File: src/rtl/ip_msxbus_pkg.sv
// ip_msxbus_pkg: shared types and constants for the MSX slot bridge.
// Imported by the strobe synchroniser and the bridge top.
package ip_msxbus_pkg;

    localparam int DATA_W = 8;
    localparam int ADR_W  = 16;

    localparam logic [DATA_W-1:0] TIMEOUT_DATA = 8'hFF;

    typedef enum logic [2:0] {
        IDLE     = 3'd0,
        DECODE   = 3'd1,
        ISSUE    = 3'd2,
        RD_WAIT  = 3'd3,
        RD_DRIVE = 3'd4,
        END_WAIT = 3'd5
    } state_t;

endpackage

File: src/rtl/ip_msxbus_sync.sv
// ip_msxbus_sync: synchronises one active-low slot strobe and
// filters it; level goes low only after FILTER_LEN synced lows.
module ip_msxbus_sync
    import ip_msxbus_pkg::*;
#(
    parameter int SYNC_STAGES = 2,
    parameter int FILTER_LEN  = 2
) (
    input  logic clk,
    input  logic reset,
    input  logic strobe_n,
    output logic level,
    output logic fall,
    output logic rise
);

    localparam int CW = $clog2(FILTER_LEN + 1);
    localparam logic [CW-1:0] LAST = CW'(FILTER_LEN - 1);

    logic [SYNC_STAGES-1:0] chain;
    logic [CW-1:0]          low_cnt;
    logic                   synced;
    logic                   level_nxt;

    assign synced = chain[SYNC_STAGES-1];

    // Metastability chain, preset to the inactive (high) level.
    always_ff @(posedge clk) begin
        if (reset) begin
            chain <= '1;
        end else begin
            chain <= {chain[SYNC_STAGES-2:0], strobe_n};
        end
    end

    // Any synced high releases; the FILTER_LEN-th low asserts.
    always_comb begin
        level_nxt = level;
        if (synced) begin
            level_nxt = 1'b1;
        end else if (low_cnt == LAST) begin
            level_nxt = 1'b0;
        end
    end

    // Low-run counter, filtered level and edge pulses.
    always_ff @(posedge clk) begin
        if (reset) begin
            low_cnt <= '0;
            level   <= 1'b1;
            fall    <= 1'b0;
            rise    <= 1'b0;
        end else begin
            if (synced) begin
                low_cnt <= '0;
            end else if (low_cnt != LAST) begin
                low_cnt <= low_cnt + CW'(1);
            end
            level <= level_nxt;
            fall  <= level & ~level_nxt;
            rise  <= ~level & level_nxt;
        end
    end

endmodule

File: src/rtl/ip_msxbus_bridge.sv
// ip_msxbus_bridge: MSX cartridge slot to internal peripheral bus.
// One transaction per Z80 bus cycle; holds /WAIT for pending reads.
module ip_msxbus_bridge
    import ip_msxbus_pkg::*;
#(
    parameter int SYNC_STAGES = 2,
    parameter int FILTER_LEN  = 2,
    parameter int NUM_CH      = 4,
    parameter int WAIT_EN     = 1,
    parameter int TIMEOUT     = 255
) (
    input  logic                     clk,
    input  logic                     reset,
    input  logic [ADR_W-1:0]         adr,
    input  logic [DATA_W-1:0]        i_data,
    output logic [DATA_W-1:0]        o_data,
    output logic                     is_output,
    output logic                     n_wait,
    input  logic                     n_sltsl,
    input  logic                     n_rd,
    input  logic                     n_wr,
    input  logic                     n_ioreq,
    input  logic                     n_mereq,
    output logic [ADR_W-1:0]         bus_address,
    output logic [DATA_W-1:0]        bus_write_data,
    input  logic [NUM_CH-1:0]        bus_cs,
    input  logic [NUM_CH-1:0]        bus_read_ready,
    input  logic [NUM_CH*DATA_W-1:0] bus_read_data,
    output logic [NUM_CH-1:0]        bus_ch,
    output logic                     bus_read,
    output logic                     bus_write,
    output logic                     bus_io,
    output logic                     bus_memory,
    output logic                     timeout
);

    localparam int CH_W = (NUM_CH > 1) ? $clog2(NUM_CH) : 1;
    localparam int TO_W = $clog2(TIMEOUT + 1);
    localparam logic [TO_W-1:0] TO_LAST = TO_W'(TIMEOUT - 1);
    localparam logic WAIT_ON = (WAIT_EN != 0);

    // Strobe index: 0 sltsl, 1 rd, 2 wr, 3 ioreq, 4 mereq.
    logic [4:0] pins;
    logic [4:0] lvl;
    logic [4:0] fall;
    logic [4:0] rise;

    assign pins = {n_mereq, n_ioreq, n_wr, n_rd, n_sltsl};

    for (genvar i = 0; i < 5; i++) begin : g_sync
        ip_msxbus_sync #(
            .SYNC_STAGES(SYNC_STAGES),
            .FILTER_LEN (FILTER_LEN)
        ) u_sync (
            .clk     (clk),
            .reset   (reset),
            .strobe_n(pins[i]),
            .level   (lvl[i]),
            .fall    (fall[i]),
            .rise    (rise[i])
        );
    end

    logic unused_ok;
    assign unused_ok = ^{fall[4:3], fall[0], rise};

    state_t                state;
    logic                  is_rd;
    logic                  drive_en;
    logic [CH_W-1:0]       ch_idx;
    logic [TO_W-1:0]       to_cnt;

    logic                  sel_io;
    logic                  sel_mem;
    logic                  start;
    logic [NUM_CH-1:0]     pick_oh;
    logic [CH_W-1:0]       pick_idx;
    logic                  pick_any;
    logic                  rd_ready;
    logic [DATA_W-1:0]     rd_byte;

    assign sel_io  = ~lvl[3];
    assign sel_mem = ~lvl[4] & ~lvl[0];
    assign start   = (fall[1] | fall[2]) & (sel_io | sel_mem);

    assign pick_oh  = bus_cs & (~bus_cs + NUM_CH'(1));
    assign pick_any = |bus_cs;

    // Lowest-index claim wins the channel arbitration.
    always_comb begin
        pick_idx = '0;
        for (int k = NUM_CH - 1; k >= 0; k--) begin
            if (bus_cs[k]) begin
                pick_idx = CH_W'(k);
            end
        end
    end

    assign rd_ready = bus_read_ready[ch_idx];
    assign rd_byte  = bus_read_data[ch_idx*DATA_W +: DATA_W];

    assign is_output = drive_en & ~n_rd;

    // Transaction FSM with its request, wait and data registers.
    always_ff @(posedge clk) begin
        if (reset) begin
            state          <= IDLE;
            is_rd          <= 1'b0;
            drive_en       <= 1'b0;
            ch_idx         <= '0;
            to_cnt         <= '0;
            o_data         <= '0;
            n_wait         <= 1'b1;
            bus_address    <= '0;
            bus_write_data <= '0;
            bus_ch         <= '0;
            bus_read       <= 1'b0;
            bus_write      <= 1'b0;
            bus_io         <= 1'b0;
            bus_memory     <= 1'b0;
            timeout        <= 1'b0;
        end else begin
            bus_read  <= 1'b0;
            bus_write <= 1'b0;
            timeout   <= 1'b0;
            n_wait    <= 1'b1;
            unique case (state)
                IDLE: begin
                    if (start) begin
                        bus_address    <= adr;
                        bus_write_data <= i_data;
                        is_rd          <= fall[1];
                        bus_io         <= sel_io;
                        bus_memory     <= ~sel_io;
                        state          <= DECODE;
                    end
                end
                DECODE: begin
                    ch_idx <= pick_idx;
                    if (pick_any) begin
                        bus_ch    <= pick_oh;
                        bus_read  <= is_rd;
                        bus_write <= ~is_rd;
                        state     <= ISSUE;
                    end else begin
                        state <= END_WAIT;
                    end
                end
                ISSUE: begin
                    to_cnt <= '0;
                    if (!is_rd) begin
                        state <= END_WAIT;
                    end else if (rd_ready) begin
                        o_data   <= rd_byte;
                        drive_en <= 1'b1;
                        state    <= RD_DRIVE;
                    end else begin
                        n_wait <= ~WAIT_ON;
                        state  <= RD_WAIT;
                    end
                end
                RD_WAIT: begin
                    if (lvl[1]) begin
                        bus_ch     <= '0;
                        bus_io     <= 1'b0;
                        bus_memory <= 1'b0;
                        state      <= IDLE;
                    end else if (rd_ready) begin
                        o_data   <= rd_byte;
                        drive_en <= 1'b1;
                        state    <= RD_DRIVE;
                    end else if (to_cnt == TO_LAST) begin
                        o_data   <= TIMEOUT_DATA;
                        timeout  <= 1'b1;
                        drive_en <= 1'b1;
                        state    <= RD_DRIVE;
                    end else begin
                        to_cnt <= to_cnt + TO_W'(1);
                        n_wait <= ~WAIT_ON;
                    end
                end
                RD_DRIVE: begin
                    if (lvl[1]) begin
                        drive_en   <= 1'b0;
                        bus_ch     <= '0;
                        bus_io     <= 1'b0;
                        bus_memory <= 1'b0;
                        state      <= IDLE;
                    end
                end
                END_WAIT: begin
                    if (lvl[1] && lvl[2]) begin
                        bus_ch     <= '0;
                        bus_io     <= 1'b0;
                        bus_memory <= 1'b0;
                        state      <= IDLE;
                    end
                end
                default: state <= IDLE;
            endcase
        end
    end

endmodule

File: config.mk
export PLATFORM = sky130hd
export DESIGN_NAME = ip_msxbus_bridge
export DESIGN_NICKNAME = d
export VERILOG_FILES = /design/src/rtl/ip_msxbus_pkg.sv /design/src/rtl/ip_msxbus_sync.sv /design/src/rtl/ip_msxbus_bridge.sv
export SDC_FILE = /design/constraint.sdc
export NUM_CORES = 1
export LEC_CHECK = 0
export BUFFER_PORTS_ARGS = -buffer_cell sky130_fd_sc_hd__buf_2
export CAP_MARGIN = 20
export CORE_MARGIN = 1.5
export CORE_UTILIZATION = 45
export DETAILED_ROUTE_END_ITERATION = 7
export GPL_ROUTABILITY_DRIVEN = 0
export PLACE_DENSITY = 0.75
export SETUP_SLACK_MARGIN = 0.4
export SYNTH_ARGS = -nofsm -noshare
export SYNTH_HDL_FRONTEND = slang
export SYNTH_SLANG_ARGS = --single-unit
export TNS_END_PERCENT = 100
File: constraint.sdc
create_clock -name clk -period 2.3 [get_ports clk]
set_clock_uncertainty 0.15 [all_clocks]
set_input_delay 0 -clock clk [delete_from_list [all_inputs] [get_ports clk]]
set_output_delay 0 -clock clk [all_outputs]
set_load 0.1 [all_outputs]
# After elaboration in Yosys (flattened, before gate mapping)
# Cells that the tools add are included.
# W data, S select, Z words.
[classes] add_sub_neg=7 n_mul=0 div_mod_pow=0 n_lt_le_gt_ge=1 eq_ne=28 shift=1 muxes=52 bitwise=19 reduce_logical=22
[ops] op="$mux W8" n=8
[ops] op="$pmux W8 S2" n=2
[ops] op="$shiftx A32 B6 Y8" n=1
[ops] op="$mux W3" n=9
[ops] op="$mux W1" n=19
[ops] op="$pmux W3 S6" n=1
[ops] op="$ne A2 B2 Y1 const B" n=8
[ops] op="$reduce_and A4 Y1" n=4
[ops] op="$ne A2 B1 Y1 const B" n=7
[ops] op="$mux W4" n=3
[ops] op="$pmux W4 S3" n=1
[ops] op="$reduce_or A2 Y1" n=6
[ops] op="$add A2 B1 Y2 const B" n=5
[ops] op="$eq A2 B1 Y1 const B" n=5
[ops] op="$not A1 Y1" n=10
[ops] op="$pmux W1 S3" n=3
[ops] op="$reduce_bool A3 Y1" n=3
[ops] op="$add A8 B1 Y8 const B" n=1
[ops] op="$eq A8 B8 Y1 const B" n=1
[ops] op="$mux W2" n=4
[ops] op="$reduce_or A4 Y1" n=2
[ops] op="$eq A3 B2 Y1 const B" n=2
[ops] op="$eq A3 B3 Y1 const B" n=2
[ops] op="$reduce_and A6 Y1" n=1
[ops] op="other kinds (17)" n=22
[totals] ff_bits=84 latchBits=0 ram_bits=0 rom_bits=0 inputBits=71 output_inout_bits=43 wordCells=162 memories=0

# Longest topological paths before layout
[depth] depth_word=6 depth_mapped=8 mapped_depth_nobuf=7

# Hierarchy
# From an unflattened synthesis, not the netlist that was laid out.
[unflattened] hier_cells=415 area_unflattened_um2=3806.2
[modules_own_cells] mod="ip_msxbus_bridge" instances=1 cells_per_inst=315 area_each_um2=2655.0
[modules_own_cells] mod="ip_msxbus_sync" instances=5 cells_per_inst=20 area_each_um2=230.2

# Worst setup path after synthesis
# OpenSTA, ideal clock, no wires.
[synth_timing] path_type="reg2reg" startpoint="reg ch_idx[0]" endpoint="reg to_cnt[4]" setup_ns=0.070 arrival_time_ns=2.029 required_ns=2.080 path_slack_ns=0.051 path_stages_with_launch=7 period_less_slack_ns=2.249 cell_sequence="dfxtp_1 mux4_2 and2_4 or3_1 buf_2 or3_1 a21oi_1"
[synth_between] elab_chain_len=4
[synth_lines] element="start: declaration" line_no="ip_msxbus_bridge.sv:70" rtl="logic [CH_W-1:0] ch_idx;"
[synth_lines] element="start signal: assignment" line_no="ip_msxbus_bridge.sv:139" rtl="ch_idx <= pick_idx;"
[synth_lines] element="$bmux W1 S2" line_no="ip_msxbus_bridge.sv:99" rtl="assign rd_ready = bus_read_ready[ch_idx];"
[synth_lines] element="$mux W1 (implied by the code)" line_no="ip_msxbus_bridge.sv:99"
[synth_lines] element="$ne A2 B2 Y1 (no source line)"
[synth_lines] element="$reduce_and A4 Y1 (no source line)"
[synth_lines] element="end signal: assignment" line_no="ip_msxbus_bridge.sv:178" rtl="to_cnt <= to_cnt + TO_W'(1);"
[synth_lines] element="end: declaration" line_no="ip_msxbus_bridge.sv:71" rtl="logic [TO_W-1:0] to_cnt;"
# No other way between the ends. The select of a mux whose other input is x is not followed.
# A chain may end at the register's enable or synchronous reset.

# Worst setup path in the final report
[layout_timing] startpoint="reg ch_idx[0]" endpoint="reg o_data[1]"
[layout_between] elab_chain_len=5 elab_cells_between_ends=11 cone_classes="eq/ne (2); shift (1); mux (7); reduce/logical (1)"
[layout_lines] element="parallel branches: the longest is 5 deep, another holds $shiftx A32 B6 Y8"
[layout_lines] element="end signal: assignment" line_no="ip_msxbus_bridge.sv:154" rtl="o_data <= rd_byte;"
[layout_lines] element="end signal: assignment" line_no="ip_msxbus_bridge.sv:169" rtl="o_data <= rd_byte;"
[layout_lines] element="end: declaration" line_no="ip_msxbus_bridge.sv:16" rtl="output logic [DATA_W-1:0] o_data,"
# Several ways; the timed one is not identified. The select of a mux whose other input is x is not followed.

==> flow_summary.ini <==
[status]
status = complete, but fails checks
violations = negative hold slack

[min_path]
whs_endpoint = o_data[6]$_SDFFE_PP0P_
hold_start = bus_read_data[14]
min_path_cells = 4
holdCritPathClass = in2reg

[routing]
post-route-drc-count = 0
detail-route-antenna-nets = 0
met3_length_microns = 663
wl_per_cell_microns = 15.3
highest_layer = met4
route.met2.wl_microns = 5100
drt_iter0_drc = 177
first_pass_iters = 5
vias = 3642
wirelength_met1_microns = 4090
drt-total-wl_microns = 10400
vias_per_cell = 5.36

[global_routing]
antenna_found_initial = 0
grt-ovfl-total = 0
grt_pass1_wl_microns = 16600
grt_max_degree = 42
grt.total_usage = 0.251
grt_pass1_vias = 3582

[die]
start_util = 0.473
num_rows = 31
die-area_sq_um = 8280
die_y_microns = 91.0
core_area_sq_um = 7370
fp.dieW_microns = 91.0
num_io_pins = 114

[cts]
htree_levels = 3
cts_tree = done
clockBufferDepth = 2
clkSlewWorstSetupHoldPaths_ps = 90
cts.sinks = 84
clock-root-buffer = clkbuf_8
insertion_delay_ps = 360
numCtsBuffers = 9

[finish]
nNetsFinal = 654
layout_commonest_cell = buf_2
final_area_sq_um = 5120
diodes = 0
n_fill_cell = 527
instances_no_fill = 680
drive_above_1_share = 0.332
area_growth_pct = 47.0
final_cell_mix = buf_2 (114), dfxtp_1 (80), nand2_1 (59)

[synthesis]
synth_warnings = 0
synth_seq_cells = 84
syn_area_sq_um = 3480
synth_nets = 477
yosysUniqueCellTypes = 40
syn_inst = 399
syn_avg_cell_area_sq_um = 8.73
yosysSeqAreaShare = 0.483

[sta]
tightest_slew_ps = 736
fmax_mhz = 477
finalHoldWorstSlack_ps = -11.2
post-route-period-util = 0.912
max_slew_margin = 0.509
setup_viol = 0
hold_viol_final = 1
maxSlewViolCount = 0
tns_ps = 0
rsz0062_at_grt = true
min_period_ps = 2100

[setup_path]
startpoint_type = flip-flop
crit_top_cell = buf_4
path_delay_family = multiplexers
worstSetupPathType = reg2reg
crit_fanout = 5
max_stage_delay_ps = 520
r2r_end = o_data[1]$_SDFFE_PP0P_
crit_chain = mux4_2, buf_4, a211o_1, o211ai_1, buf_4, nor2b_4, nor3_1
required_ps = 2360
cp_num_buf_inv = 2
rr_startpoint = ch_idx[0]$_SDFFE_PP0N_
crit_slowest_cell = mux4_2
r2r_slack_ps = 200
arrival_ps = 2160
rr_worst_depth = 7
critPathCaptureType = flip-flop

[flow_run]
maxCapViolCount = 0

[pwr]
powerDensity_nw_per_um2 = 776
vdd_ir_drop_max_mv = 0.385
power_mw = 3.98
leakagePower_nw = 2.23

[placement]
dp_hpwl_microns = 6140
place_inst = 601
io_buffers = 113
place_area_sq_um = 4170
power by group:
group | switching (mW) | leakage (nW) | total, mW | internal [mW]
sequential | 0.0794 | 0.683 | 1.62 | 1.54
clock | 0.561 | 0.111 | 1.19 | 0.627
combinational | 0.753 | 1.44 | 1.17 | 0.415
what timing repair did:
action                                 in CTS  in global routing
hold buffers                               54                  0
cloned                                      0                  1
pin swaps                                   4                  4
resized for setup                          13                 23
setup buffers                               7                  1
setup endpoints to repair                  16                 25
endpoints found under the hold margin      42                  0
state kept, by name (all words and copies together), names as in the netlist:
name	cells
bus_address	16
g_sync.u_sync.chain	10
g_sync.u_sync.low_cnt	10
bus_write_data	8
o_data	8
to_cnt	8
g_sync.u_sync.level	5
bus_ch	4
state	3
ch_idx	2
g_sync.u_sync.fall	2
bus_io	1
bus_memory	1
bus_read	1
bus_write	1
drive_en	1
is_rd	1
n_wait	1
timeout	1
worst register-to-register path: stages (launching register included):
cell      delay, ps
dfxtp_2         340
mux4_2          520
buf_4           160
a211o_1         240
o211ai_1        140
buf_4           210
nor2b_4         140
nor3_1           50
layout make-up:
cell class / instances / area [sq um] / share of cell area
clock buffers: 9 / 124 / 0.0242
clock inverters: 7 / 103 / 0.0200
inverters: 16 / 60.1 / 0.0117
multi-input cells: 281 / 1790 / 0.350
flip-flops and latches: 84 / 1690 / 0.330
well taps: 99 / 124 / 0.0242
repair buffers: 184 / 1230 / 0.240
synthesized netlist by cell type:
library cell	number	area share
nand4bb_1	1	0.0032
and2_1	2	0.0036
or2_2	10	0.018
buf_2	2	0.0029
nor2_1	43	0.046
xnor2_1	4	0.010
buf_1	2	0.0022
dfxtp_1	84	0.48
inv_1	16	0.017
o211a_1	1	0.0029
and4b_1	1	0.0029
o41ai_1	2	0.0050
clkbuf_1	14	0.015
nand2b_1	5	0.0090
a211o_1	2	0.0050
a211oi_1	1	0.0022
xor2_1	5	0.013
nor3_1	25	0.036
o211ai_1	2	0.0043
o21a_1	1	0.0022
nor3b_1	2	0.0043
o22ai_1	2	0.0036
nor4_1	4	0.0072
nand3_1	5	0.0072
ha_1	7	0.025
nand4_1	3	0.0054
and2_4	1	0.0025
nand3b_1	1	0.0022
o31ai_1	2	0.0043
or3_1	6	0.011
a2111oi_0	1	0.0025
mux2i_1	4	0.011
o21bai_1	1	0.0022
and4_1	2	0.0050
mux4_2	9	0.058
nand2_1	59	0.064
and3_1	3	0.0054
a21oi_1	39	0.056
nor2b_1	12	0.022
o21ai_0	13	0.019
worst max path at each step:
| stage | slack, ps | startpoint | cells past startpoint | to |
|---|---|---|---|---|
| detailed placement | 40 | to_cnt[0]$_SDFFE_PP0P_ | 7 | to_cnt[4]$_SDFFE_PP0P_ |
| CTS | 250 | ch_idx[0]$_SDFFE_PP0N_ | 5 | to_cnt[4]$_SDFFE_PP0P_ |
| finish | 200 | ch_idx[0]$_SDFFE_PP0N_ | 7 | o_data[1]$_SDFFE_PP0P_ |
| global route | 180 | ch_idx[0]$_SDFFE_PP0N_ | 7 | o_data[1]$_SDFFE_PP0P_ |
| floorplan | 130 | ch_idx[0]$_SDFFE_PP0N_ | 6 | to_cnt[7]$_SDFFE_PP0P_ |
| global placement | 120 | ch_idx[0]$_SDFFE_PP0N_ | 5 | to_cnt[7]$_SDFFE_PP0P_ |
kinds of logic (layout without fill, tap and decap cells):
group                    Yosys count  after routing  synth area share
AND/OR/NAND/NOR                  185            185             0.254
adder cells (fa/ha/maj)            7              7            0.0251
AO/OA/AOI/OAI                     67             67             0.109
flip-flops                        84             84             0.483
XOR/XNOR                           9              9            0.0226
buffers and inverters             34            216            0.0373
multiplexers                      13             13            0.0697
through the flow:
stage	utilization	worst slack, ps
3_5_place_dp	0.565	41.0
5_1_grt	0.695	183
3_3_place_gp	0.565	115
2_1_floorplan	-	127
4_1_cts	0.683	249
6_report	0.695	202
metal layers:
| metal | global-route usage | vias up |
|---|---|---|
| met3 | 0.0544 | 51 |
| met2 | 0.439 | 175 |
| met4 | 0.163 | 0 |
| met1 | 0.273 | 1688 |
| met5 | 0 | - |
| li1 | - | 1728 |
(Power assumes the default switching activity.)
